`config.mk`:
```
export PLATFORM = sky130hd
export DESIGN_NAME = parking_gate_controller
export DESIGN_NICKNAME = d
export VERILOG_FILES = /design/src/rtl/parking_pkg.sv /design/src/rtl/gate_lane_fsm.sv /design/src/rtl/parking_gate_controller.sv
export SDC_FILE = /design/constraint.sdc
export NUM_CORES = 1
export LEC_CHECK = 0
export BUFFER_PORTS_ARGS = -buffer_cell sky130_fd_sc_hd__buf_2
export CAP_MARGIN = 20
export CORE_AREA = 2 2 126 158
export CTS_CLUSTER_DIAMETER = 50
export CTS_CLUSTER_SIZE = 12
export DETAILED_ROUTE_END_ITERATION = 7
export DIE_AREA = 0 0 128 160
export PLACE_DENSITY = 0.76
export SLEW_MARGIN = 10
export SYNTH_ARGS = -nofsm -noshare
export SYNTH_HDL_FRONTEND = slang
export SYNTH_SLANG_ARGS = --single-unit
```
`constraint.sdc`:
```
create_clock -name clk -period 22.7 [get_ports clk]
set_input_delay 4.54 -clock clk [delete_from_list [all_inputs] [get_ports clk]]
set_output_delay 4.54 -clock clk [all_outputs]
set_load 0.02 [all_outputs]
```
`src/rtl/parking_pkg.sv`:
```
// Shared types and default timing constants for the parking gate front-end.
// Both lanes and the top level import this package.
package parking_pkg;

  localparam int unsigned CNT_W                   = 32;
  localparam int unsigned DEF_DEBOUNCE_CYCLES     = 100_000;
  localparam int unsigned DEF_PASS_TIMEOUT_CYCLES = 1_500_000_000;

  typedef logic [CNT_W-1:0] count_t;

  typedef enum logic [2:0] {
    IDLE,
    WAIT_BADGE,
    OPEN,
    PASSING,
    COMMIT
  } lane_state_e;

endpackage

```
`src/rtl/gate_lane_fsm.sv`:
```
// One barrier lane: sensor synchronizers and debouncers, the lane FSM,
// the pass timeout counter and the req/grant handshake toward the arbiter.
module gate_lane_fsm
  import parking_pkg::*;
#(
  parameter bit          IS_ENTRY            = 1'b1,
  parameter int unsigned DEBOUNCE_CYCLES     = DEF_DEBOUNCE_CYCLES,
  parameter int unsigned PASS_TIMEOUT_CYCLES = DEF_PASS_TIMEOUT_CYCLES
) (
  input  logic clk,
  input  logic reset,
  input  logic arrive_i,
  input  logic pass_i,
  input  logic badge_valid_i,
  input  logic badge_uni_i,
  input  logic uni_vacated_i,
  input  logic vacated_i,
  input  logic grant_i,
  output logic req_o,
  output logic req_uni_o,
  output logic barrier_open_o,
  output logic reject_o,
  output logic timeout_o
);

  localparam count_t DEB_LAST = count_t'(DEBOUNCE_CYCLES - 1);
  localparam count_t TMO_LAST = count_t'(PASS_TIMEOUT_CYCLES - 1);

  // Sensor bit 0 is arrive, bit 1 is pass.
  logic [1:0]            raw;
  logic [1:0]            sync1_q, sync2_q;
  logic [1:0]            deb_q, deb_d;
  logic [1:0]            debPrev_q;
  logic [1:0][CNT_W-1:0] debCnt_q, debCnt_d;

  lane_state_e state_q, state_d;
  count_t      tmoCnt_q, tmoCnt_d;
  logic        uni_q, uni_d;
  logic        reject_q, reject_d;
  logic        timeout_q, timeout_d;

  logic arriveDeb, passRise, passFall, accept;

  assign raw = {pass_i, arrive_i};

  always_ff @(posedge clk or posedge reset) begin
    if (reset) begin
      sync1_q   <= '0;
      sync2_q   <= '0;
      deb_q     <= '0;
      debPrev_q <= '0;
      debCnt_q  <= '0;
    end else begin
      sync1_q   <= raw;
      sync2_q   <= sync1_q;
      deb_q     <= deb_d;
      debPrev_q <= deb_q;
      debCnt_q  <= debCnt_d;
    end
  end

  // A level is accepted only after it has differed for DEBOUNCE_CYCLES in a row.
  always_comb begin
    deb_d    = deb_q;
    debCnt_d = '0;
    for (int s = 0; s < 2; s++) begin
      if (sync2_q[s] != deb_q[s]) begin
        if (debCnt_q[s] == DEB_LAST) begin
          deb_d[s] = sync2_q[s];
        end else begin
          debCnt_d[s] = debCnt_q[s] + 1'b1;
        end
      end
    end
  end

  assign arriveDeb = deb_q[0];
  assign passRise  = deb_q[1] & ~debPrev_q[1];
  assign passFall  = ~deb_q[1] & debPrev_q[1];

  // The exit lane always admits; the entry lane checks the flag matching the badge.
  assign accept = !IS_ENTRY || (badge_uni_i ? uni_vacated_i : vacated_i);

  always_ff @(posedge clk or posedge reset) begin
    if (reset) begin
      state_q   <= IDLE;
      tmoCnt_q  <= '0;
      uni_q     <= 1'b0;
      reject_q  <= 1'b0;
      timeout_q <= 1'b0;
    end else begin
      state_q   <= state_d;
      tmoCnt_q  <= tmoCnt_d;
      uni_q     <= uni_d;
      reject_q  <= reject_d;
      timeout_q <= timeout_d;
    end
  end

  always_comb begin
    state_d   = state_q;
    tmoCnt_d  = tmoCnt_q;
    uni_d     = uni_q;
    reject_d  = 1'b0;
    timeout_d = 1'b0;
    unique case (state_q)
      IDLE: begin
        if (arriveDeb) state_d = WAIT_BADGE;
      end
      WAIT_BADGE: begin
        if (!arriveDeb) begin
          state_d = IDLE;
        end else if (badge_valid_i) begin
          if (accept) begin
            state_d  = OPEN;
            uni_d    = badge_uni_i;
            tmoCnt_d = '0;
          end else begin
            reject_d = 1'b1;
          end
        end
      end
      OPEN: begin
        if (passRise) begin
          state_d = PASSING;
        end else if (tmoCnt_q == TMO_LAST) begin
          state_d   = IDLE;
          timeout_d = 1'b1;
        end else if (tmoCnt_q != '1) begin
          tmoCnt_d = tmoCnt_q + 1'b1;
        end
      end
      PASSING: begin
        if (passFall) state_d = COMMIT;
      end
      COMMIT: begin
        if (grant_i) state_d = IDLE;
      end
      default: state_d = IDLE;
    endcase
  end

  assign req_o          = (state_q == COMMIT);
  assign req_uni_o      = uni_q;
  assign barrier_open_o = (state_q == OPEN) || (state_q == PASSING);
  assign reject_o       = reject_q;
  assign timeout_o      = timeout_q;

endmodule

```
`src/rtl/parking_gate_controller.sv`:
```
// Parking gate front-end: two lane controllers plus the entry-first arbiter
// that turns completed passages into single-cycle, never-simultaneous events.
module parking_gate_controller
  import parking_pkg::*;
#(
  parameter int unsigned DEBOUNCE_CYCLES     = DEF_DEBOUNCE_CYCLES,
  parameter int unsigned PASS_TIMEOUT_CYCLES = DEF_PASS_TIMEOUT_CYCLES
) (
  input  logic clk,
  input  logic reset,
  input  logic in_arrive,
  input  logic in_pass,
  input  logic in_badge_valid,
  input  logic in_badge_uni,
  input  logic out_arrive,
  input  logic out_pass,
  input  logic out_badge_valid,
  input  logic out_badge_uni,
  input  logic uni_is_vacated_space,
  input  logic is_vacated_space,
  output logic in_barrier_open,
  output logic out_barrier_open,
  output logic car_entered,
  output logic is_uni_car_entered,
  output logic car_exited,
  output logic is_uni_car_exited,
  output logic in_reject,
  output logic in_timeout,
  output logic out_timeout
);

  logic entryReq, entryReqUni, entryGrant, entryReject;
  logic exitReq, exitReqUni, exitGrant, exitReject;
  logic carEntered_q, uniEntered_q, carExited_q, uniExited_q;

  gate_lane_fsm #(
    .IS_ENTRY           (1'b1),
    .DEBOUNCE_CYCLES    (DEBOUNCE_CYCLES),
    .PASS_TIMEOUT_CYCLES(PASS_TIMEOUT_CYCLES)
  ) u_entry (
    .clk           (clk),
    .reset         (reset),
    .arrive_i      (in_arrive),
    .pass_i        (in_pass),
    .badge_valid_i (in_badge_valid),
    .badge_uni_i   (in_badge_uni),
    .uni_vacated_i (uni_is_vacated_space),
    .vacated_i     (is_vacated_space),
    .grant_i       (entryGrant),
    .req_o         (entryReq),
    .req_uni_o     (entryReqUni),
    .barrier_open_o(in_barrier_open),
    .reject_o      (entryReject),
    .timeout_o     (in_timeout)
  );

  gate_lane_fsm #(
    .IS_ENTRY           (1'b0),
    .DEBOUNCE_CYCLES    (DEBOUNCE_CYCLES),
    .PASS_TIMEOUT_CYCLES(PASS_TIMEOUT_CYCLES)
  ) u_exit (
    .clk           (clk),
    .reset         (reset),
    .arrive_i      (out_arrive),
    .pass_i        (out_pass),
    .badge_valid_i (out_badge_valid),
    .badge_uni_i   (out_badge_uni),
    .uni_vacated_i (uni_is_vacated_space),
    .vacated_i     (is_vacated_space),
    .grant_i       (exitGrant),
    .req_o         (exitReq),
    .req_uni_o     (exitReqUni),
    .barrier_open_o(out_barrier_open),
    .reject_o      (exitReject),
    .timeout_o     (out_timeout)
  );

  // Entry wins a tie; the exit lane simply holds its request one more cycle.
  assign entryGrant = entryReq;
  assign exitGrant  = exitReq & ~entryReq;

  always_ff @(posedge clk or posedge reset) begin
    if (reset) begin
      carEntered_q <= 1'b0;
      uniEntered_q <= 1'b0;
      carExited_q  <= 1'b0;
      uniExited_q  <= 1'b0;
    end else begin
      carEntered_q <= entryGrant;
      uniEntered_q <= entryGrant & entryReqUni;
      carExited_q  <= exitGrant;
      uniExited_q  <= exitGrant & exitReqUni;
    end
  end

  assign car_entered        = carEntered_q;
  assign is_uni_car_entered = uniEntered_q;
  assign car_exited         = carExited_q;
  assign is_uni_car_exited  = uniExited_q;

  // The exit lane never refuses a badge, so this is the entry pulse alone.
  assign in_reject = entryReject | exitReject;

endmodule

```
==> impl_results.md, run 1 <==
* Run status: complete, no violations
* Wire length reported by the detailed router at around 24,000 µm
* Top-area cell type share of the netlist area at around half
* Die W at 128 µm
* Number of nets in the finished design at about 1,300
* Placeable core area at 0.0191 mm²
* CTS sink cnt at about 220
* Synth-to-Final Area Change at 9.30%
* Most numerous cell types in the synthesized netlist: sky130_fd_sc_hd__dfrtp_1, sky130_fd_sc_hd__nor2_1, sky130_fd_sc_hd__nand2_1
* Number of diodes added for antenna fixing at 0
* Fillers at about 1,600
* Most frequent cell after synthesis: sky130_fd_sc_hd__dfrtp_1
* Data arrival, critical path at 1550 ps
* DRC errors left at 0
* Pin count of the biggest net entering global routing at ~160
* Count of state elements after synthesis at 221
* RSZ-0062 raised after global routing: no
* CP Max Fanout at 9
* Number of instances in the synthesized netlist at ~1,200
* Vertical die dimension at ~160 µm
* Most used DFF post-synth: sky130_fd_sc_hd__dfrtp_1
* Count of instances resized after the clock tree is built at 0
* Busiest layer in global routing: met2
* Area of the mapped netlist at about 0.011 mm²
* Number of different library cells in the post-synthesis netlist at between 50 and 60
* Total area of multi-input combinational cells at ~0.0055 mm²
* Final critical-path share of the clock period at around 27%
* Total power at ~0.0008 W
* Area taken by flip-flops and latches at about 0.0055 mm²
* GR met3 Demand/Resource at 3.12%
* Sequential cell area fraction in the yosys report at 48.7%
* Root buffer selected by CTS: sky130_fd_sc_hd__clkbuf_16
* Final worst clock skew at 14.2 ps
* Kind of end point of the critical path: primary output
* Clock transition at the register clock pins on the worst setup and hold paths after CTS at about 60 ps
* Critical path class: reg -> out
* Routability Congestion at 0.889
* Global routing usage on met1 at 33.4%
* Number of buffers created by CTS at 24
* Die ar. at 0.0205 mm²
* Wire per inst at roughly 16 µm
* Final count of hold timing violations at 0
* Peak supply drop at about 0.063 mV
* Minimum period implied by the final worst setup slack at ~6000 ps
* Final setup viols at 0
* LEAKAGE at 5.10 nW
* Number of rows created at floorplan at 57
* GR Util All Layers at 24.3%
* Buffers added on ports at 20
* Cell type with the largest total area after synthesis: sky130_fd_sc_hd__dfrtp_1
* Final setup TNS at 0 ps
* Hold crit path type: reg -> reg
* Count of max-cap constraint violations at 0
* Via count at 9,085
* Yosys Warn Count at 0
* Violation count after the first detailed-route iteration at ~580
* Synth async-reset ratio at 100%
* Number of nets produced by synthesis at approximately 1,300
* Critical Path Start Type: flip-flop
* CTS H-tree lvls at 1
* Cell types with the largest area share after synthesis: sky130_fd_sc_hd__dfrtp_1, sky130_fd_sc_hd__nor2_1, sky130_fd_sc_hd__xor2_1
* Starting Density at around three fifths
* Half-perimeter wire length of the detailed placement result at ~16,000 µm
* GR Layer Usage met2 at between 40% and 50%
* Clock insertion delay at the later pin of the skew report at roughly 520 ps
* Mean instance size in the synthesized netlist at 9.20 µm²
* Post-cts hold buffer count at 0
* Ratio of cells with drive above 1 in the final layout at 6.97%
* Number of enable-type register cells in the synthesized netlist at 0
* Slew Limit Fails at 0
* Number of antenna violations at the first check in global routing at 0
* Setup Buffers After CTS at 0
* Antenna viol nets, final at 0
* DR vias/cell at 6.12
* Power density cells at about 64 mW/mm²
* First drt pass iteration count at 6
* Slew at the pin closest to its max-slew limit at approximately 1100 ps
* Aggregate global routing overflow at 0
* Critical path required time at ~18,000 ps
* Vias in the first global route at about 9,000
* Max Root-Sink Buffers at 3
* Max Clk Rate at about 160 MHz
* Num ports at 21
* Worst slew margin relative to its limit at roughly 28%
* CTS tree: built
* Global-route wire length before repair at between 40,000 and 50,000 µm
[state kept, by name, summed over array words and instances (netlist names), 2 cells and up]
name / cells
u_entry.debCnt_q: 64
u_entry.deb_q: 2
u_entry.state_q: 3
u_entry.sync1_q: 2
u_entry.sync2_q: 2
u_entry.tmoCnt_q: 32
u_exit.debCnt_q: 64
u_exit.deb_q: 2
u_exit.state_q: 3
u_exit.sync1_q: 2
u_exit.sync2_q: 2
u_exit.tmoCnt_q: 32
[worst max-delay path: stages, from the launching register on]
cell and delay (ps):
sky130_fd_sc_hd__dfrtp_1 480, sky130_fd_sc_hd__nor2b_1 330, sky130_fd_sc_hd__buf_2 230
[routing by layer]
metal  wire (µm)  vias to the layer above
met5           0                        -
met4         629                        0
met3         929                       47
met2       11700                      172
met1       10900                     4454
li1            -                     4412
[where the power goes]
part | leakage [nW] | internal (W) | switching (W) | total [W]
clock network | 0.370 | 0.000230 | 0.000154 | 0.000384
registers | 2.76 | 0.000396 | 0.00000227 | 0.000399
logic | 1.97 | 0.00000400 | 0.0000132 | 0.0000172
[metrics by stage]
stage	setup WS (ps)	cells	instance area [µm²]	hold WS, ps	util, %
floorplan	12110	1234	11400	331	-
global placement	16320	1444	11600	333	60.7
detailed placement	16310	1444	11600	337	60.7
CTS	16590	1480	12400	350	64.6
global route	16480	1484	12400	359	64.9
finish	16610	1484	12400	347	64.9
[area by class of cell]
cell class | count | share of cell area, %
multi-input combinational | 936 | 44.5
timing repair buffer | 30 | 1.64
tap | 236 | 2.38
inverter | 25 | 0.817
clock inverter | 5 | 0.655
clock buffer | 31 | 5.46
sequential | 221 | 44.6
[logic make-up (layout without fill, tap and decap cells)]
kind of cell,count (synthesis),in the layout,share of synthesized area [%]
buf+inv,77,91,2.68
compound gates,187,187,10.7
fa+ha+maj,6,6,0.661
simple gates,617,617,27.3
xor+xnor,117,117,9.02
mux,9,9,0.881
flops,221,221,48.7
[layout by cell type (no fill, tap or decap), types with 3 or more instances in the layout]
cell	instances
sky130_fd_sc_hd__nand4b_1	3
sky130_fd_sc_hd__o21ai_0	28
sky130_fd_sc_hd__or4_1	5
sky130_fd_sc_hd__xor2_1	63
sky130_fd_sc_hd__and3_1	42
sky130_fd_sc_hd__nand3b_1	3
sky130_fd_sc_hd__o21a_1	7
sky130_fd_sc_hd__xnor2_1	54
sky130_fd_sc_hd__nor2_1	187
sky130_fd_sc_hd__clkbuf_8	3
sky130_fd_sc_hd__nand4_1	42
sky130_fd_sc_hd__a2bb2oi_1	3
sky130_fd_sc_hd__clkbuf_1	3
sky130_fd_sc_hd__dfrtp_1	221
sky130_fd_sc_hd__or3_1	10
sky130_fd_sc_hd__buf_4	6
sky130_fd_sc_hd__a41oi_1	5
sky130_fd_sc_hd__a31oi_1	51
sky130_fd_sc_hd__inv_1	24
sky130_fd_sc_hd__nand3_1	84
sky130_fd_sc_hd__and4_1	17
sky130_fd_sc_hd__o31ai_1	42
sky130_fd_sc_hd__a21oi_1	34
sky130_fd_sc_hd__mux2_2	7
sky130_fd_sc_hd__or2_2	9
sky130_fd_sc_hd__nand2_1	100
sky130_fd_sc_hd__nor4_1	31
sky130_fd_sc_hd__and2_1	15
sky130_fd_sc_hd__nand2b_1	7
sky130_fd_sc_hd__clkbuf_16	25
sky130_fd_sc_hd__nor2b_1	9
sky130_fd_sc_hd__nor4b_1	9
sky130_fd_sc_hd__buf_2	20
sky130_fd_sc_hd__nor3_1	36
sky130_fd_sc_hd__ha_1	6
[worst paths after layout]
check	start	to	slack [ps]	depth (start not counted)
setup reg to reg	u_exit.tmoCnt_q[0]	u_exit.tmoCnt_q[16]	18960	8
max in group asynchronous	reset	u_entry.debCnt_q[6]	17040	4
hold / removal	u_entry.sync1_q[0]	u_entry.sync2_q[0]	350	0
setup / recovery	u_exit.state_q[1]	out_barrier_open	16610	2
min in group asynchronous	reset	u_exit.tmoCnt_q[15]	4000	2
hold reg to reg	u_entry.sync1_q[0]	u_entry.sync2_q[0]	350	0
(Power assumes the default switching activity.)
==> run 2: changes to the inputs <==
- ABC_AREA: unset -> 1
- CORE_AREA: 2 2 126 158 -> 2 2 137 172
- DIE_AREA: 0 0 128 160 -> 0 0 139 174
- clock period: 22.7 -> 5.65 ns (I/O delays scaled with it)
==> run 2 against run 1 <==
Utilization shrank 0.52 points. Worst hold slack about the same. Sequential power rose to 4.0 times the previous value. Clock skew barely moved. Critical path depth is 8 higher. Combinational power grew to 4.1 times the previous value. Largest power group unchanged.
==> impl_results.md, run 2 <==
* Run status: complete, no violations
* Most used DFF post-synth: sky130_fd_sc_hd__dfrtp_1
* CTS tree: built
* Number of antenna violations at the first check in global routing at 0
* Number of rows created at floorplan at between 60 and 70
* Number of diodes added for antenna fixing at 0
* Critical path class: in -> reg
* Most numerous cell types in the synthesized netlist: sky130_fd_sc_hd__nand2_1, sky130_fd_sc_hd__nor2_1, sky130_fd_sc_hd__dfrtp_1
* LEAKAGE at between 6 and 7 nW
* Most common library cell in the layout ignoring fill and taps: sky130_fd_sc_hd__nand2_1
* Die W at approximately 140 µm
* Clock transition at the register clock pins on the worst setup and hold paths after CTS at roughly 60 ps
* Cell type with the largest total area after synthesis: sky130_fd_sc_hd__dfrtp_1
* Reg-to-reg slack, setup at approximately 3000 ps
* Number of enable-type register cells in the synthesized netlist at 0
* Wire length reported by the detailed router at roughly 32,000 µm
* Buffers added on ports at 20
* Num ports at 21
* Vias in the first global route at between 10,000 and 15,000
* Setup Buffers After CTS at 0
* Final critical-path share of the clock period at 51.1%
* RSZ-0062 raised after global routing: no
* Timing startpoint of the critical path: in_badge_uni
* Count of max-cap constraint violations at 0
* Number of buffers created by CTS at 25
* Top-area cell type share of the netlist area at between 40% and 50%
* Mean instance size in the synthesized netlist at ~6.7 µm²
* Endpoint of the most critical register-to-register path: u_entry.tmoCnt_q[13]
* Die ar. at 0.0242 mm²
* Via count at around 12,000
* Global-route wire length before repair at between 50,000 and 60,000 µm
* Ratio of cells with drive above 1 in the final layout at under 10%
* Worst setup path end: u_entry.tmoCnt_q[13]
* DR vias/cell at between 5 and 6
* Aggregate global routing overflow at 0
* CP Max Fanout at 23
* Hold crit path type: reg -> reg
* Half-perimeter wire length of the detailed placement result at about 23,000 µm
* Kind of end point of the critical path: flip-flop
* Number of instances in the synthesized netlist at just over 2,000
* Regs by FF count: u_entry.debCnt_q (64), u_exit.debCnt_q (64)
* Pin count of the biggest net entering global routing at around 180
* Synth-to-Final Area Change at 8.02%
* Clock insertion delay at the later pin of the skew report at about 520 ps
* Count of state elements after synthesis at between 200 and 250
* Wire per inst at roughly 14 µm
* Count of instances resized after the clock tree is built at 0
* Final setup TNS at 0 ps
* Synth async-reset ratio at 100%
* Reg-to-reg startpoint: u_entry.state_q[2]
* Leading cell types in the layout, fill and taps excluded: sky130_fd_sc_hd__nand2_1, sky130_fd_sc_hd__nor2_1, sky130_fd_sc_hd__dfrtp_1
* Number of nets produced by synthesis at approximately 2,000
* Peak supply drop at between 0.2 and 0.3 mV
* Placement-stage worst setup slack at roughly 2200 ps
* Slew at the pin closest to its max-slew limit at approximately 950 ps
* Slew Limit Fails at 0
* Max Clk Rate at 346 MHz
* Final worst clock skew at around 14 ps
* Post-cts hold buffer count at 0
* Critical Path Start Type: input port
* Sequential cell area fraction in the yosys report at between 40% and 50%
* Switching power share of the total at a little over a fifth
* Starting Density at 59.6%
* Yosys Warn Count at 0
* Placeable core area at between 0.02 and 0.025 mm²
* Power density cells at 219 mW/mm²
* Sequential fraction of design power at between 50 and 60%
* Final count of hold timing violations at 0
* Vertical die dimension at ~170 µm
* First drt pass iteration count at 5
* Max Root-Sink Buffers at 3
* Most frequent cell after synthesis: sky130_fd_sc_hd__nand2_1
* Data arrival, critical path at between 3000 and 4000 ps
* Final setup viols at 0
* Part of the power in the clock network at a little under half
* Routability Congestion at 0.960
* Worst slew margin relative to its limit at 36.4%
* CTS sink cnt at 221
* Power spent charging and discharging nets at 0.000698 W
* Number of different library cells in the post-synthesis netlist at 33
* Violation count after the first detailed-route iteration at 922
* Antenna viol nets, final at 0
* Combinational Power Share at 2.2%
* Logic depth of the worst register-to-register path at 9
* Number of nets in the finished design at between 2,000 and 2,500
* CTS H-tree lvls at 1
* DRC errors left at 0
* Critical path required time at around 6100 ps
* Root buffer selected by CTS: sky130_fd_sc_hd__clkbuf_16
* Int Pwr at about 0.0025 W
* Area of the mapped netlist at between 0.01 and 0.015 mm²
* Worst setup slack after layout at 2760 ps
* GR Util All Layers at about 27%
* Minimum period implied by the final worst setup slack at ~2900 ps
* Cell types with the largest area share after synthesis: sky130_fd_sc_hd__dfrtp_1, sky130_fd_sc_hd__nand2_1, sky130_fd_sc_hd__nor2_1
## run 2: cell types whose count changed after synthesis, moves of 20 or more
cell / before / now
sky130_fd_sc_hd__a31oi_1: 51 / 0
sky130_fd_sc_hd__nor2_1: 187 / 480
sky130_fd_sc_hd__xnor2_1: 54 / 30
sky130_fd_sc_hd__o31ai_1: 42 / 0
sky130_fd_sc_hd__nor3_1: 36 / 58
sky130_fd_sc_hd__and3_1: 42 / 1
sky130_fd_sc_hd__inv_1: 25 / 192
sky130_fd_sc_hd__clkbuf_1: 40 / 15
sky130_fd_sc_hd__nand2_1: 100 / 708
sky130_fd_sc_hd__nor4_1: 31 / 11
sky130_fd_sc_hd__xor2_1: 63 / 85
## run 2: worst min path at each step
| stage | cells after the start | end | from |
|---|---|---|---|
| final | 0 | u_exit.sync2_q[0] | u_exit.sync1_q[0] |
| after global routing | 0 | u_entry.sync2_q[1] | u_entry.sync1_q[1] |
| after CTS | 0 | u_exit.sync2_q[0] | u_exit.sync1_q[0] |
| after detailed placement | 0 | u_exit.sync2_q[0] | u_exit.sync1_q[0] |
| after global placement | 0 | u_exit.sync2_q[0] | u_exit.sync1_q[0] |
| after floorplan | 0 | u_entry.sync2_q[0] | u_entry.sync1_q[0] |
## run 2: layer usage
layer	wire length, µm	global-route usage [%]	share of wire [%]	up-vias
li1	-	-	-	6254
met1	14300	35.0	45	5672
met2	15100	46.5	48	285
met3	1310	3.44	4.1	78
met4	968	8.50	3.1	0
met5	0	0	0	-
## run 2: worst max-delay path, cell delays in order
cell,delay (ps)
sky130_fd_sc_hd__buf_2,110
sky130_fd_sc_hd__nand2_1,60
sky130_fd_sc_hd__o21ai_0,130
sky130_fd_sc_hd__nor2_1,150
sky130_fd_sc_hd__nor2_1,50
sky130_fd_sc_hd__nor2_1,620
sky130_fd_sc_hd__nand2_1,140
sky130_fd_sc_hd__nor2_2,730
sky130_fd_sc_hd__nand2_1,130
sky130_fd_sc_hd__nand2_1,100
## run 2: cells by family (layout without fill, tap and decap cells)
logic type / count (synthesis) / in the layout / share of synthesized area, %
simple gates: 1408 / 1408 / 42.6
buf+inv: 224 / 257 / 6.65
flops: 221 / 221 / 40.9
xor+xnor: 115 / 115 / 7.46
compound gates: 47 / 47 / 1.83
fa+ha+maj: 6 / 6 / 0.556
## run 2: final cells by class
type                       count  area, µm²
fill                        2123       8060
multi-input combinational   1576       7080
sequential                   221       5530
inverter                     197        743
clock buffer                  32        682
tap                          288        360
timing repair buffer          22        128
clock inverter                 6       68.8
## run 2: power groups by stage
stage | logic [W] | registers (W) | clock network [W]
floorplan | 0.0000498 | 0.00163 | 0
global placement | 0.0000719 | 0.00163 | 0
detailed placement | 0.0000731 | 0.00163 | 0
CTS | 0.0000734 | 0.00160 | 0.00156
global route | 0.0000830 | 0.00160 | 0.00162
finish | 0.0000700 | 0.00160 | 0.00152
## run 2: per-stage QoR
step | instances | cell area [µm²] | total power, W | utilization, % | hold WS, ps
finish | 2342 | 14600 | 0.00319 | 64.4 | 346
floorplan | 2021 | 13500 | 0.00168 | - | 331
global route | 2342 | 14600 | 0.00330 | 64.4 | 366
CTS | 2342 | 14600 | 0.00323 | 64.4 | 348
detailed placement | 2304 | 13800 | 0.00170 | 61.1 | 335
global placement | 2304 | 13800 | 0.00170 | 61.1 | 336
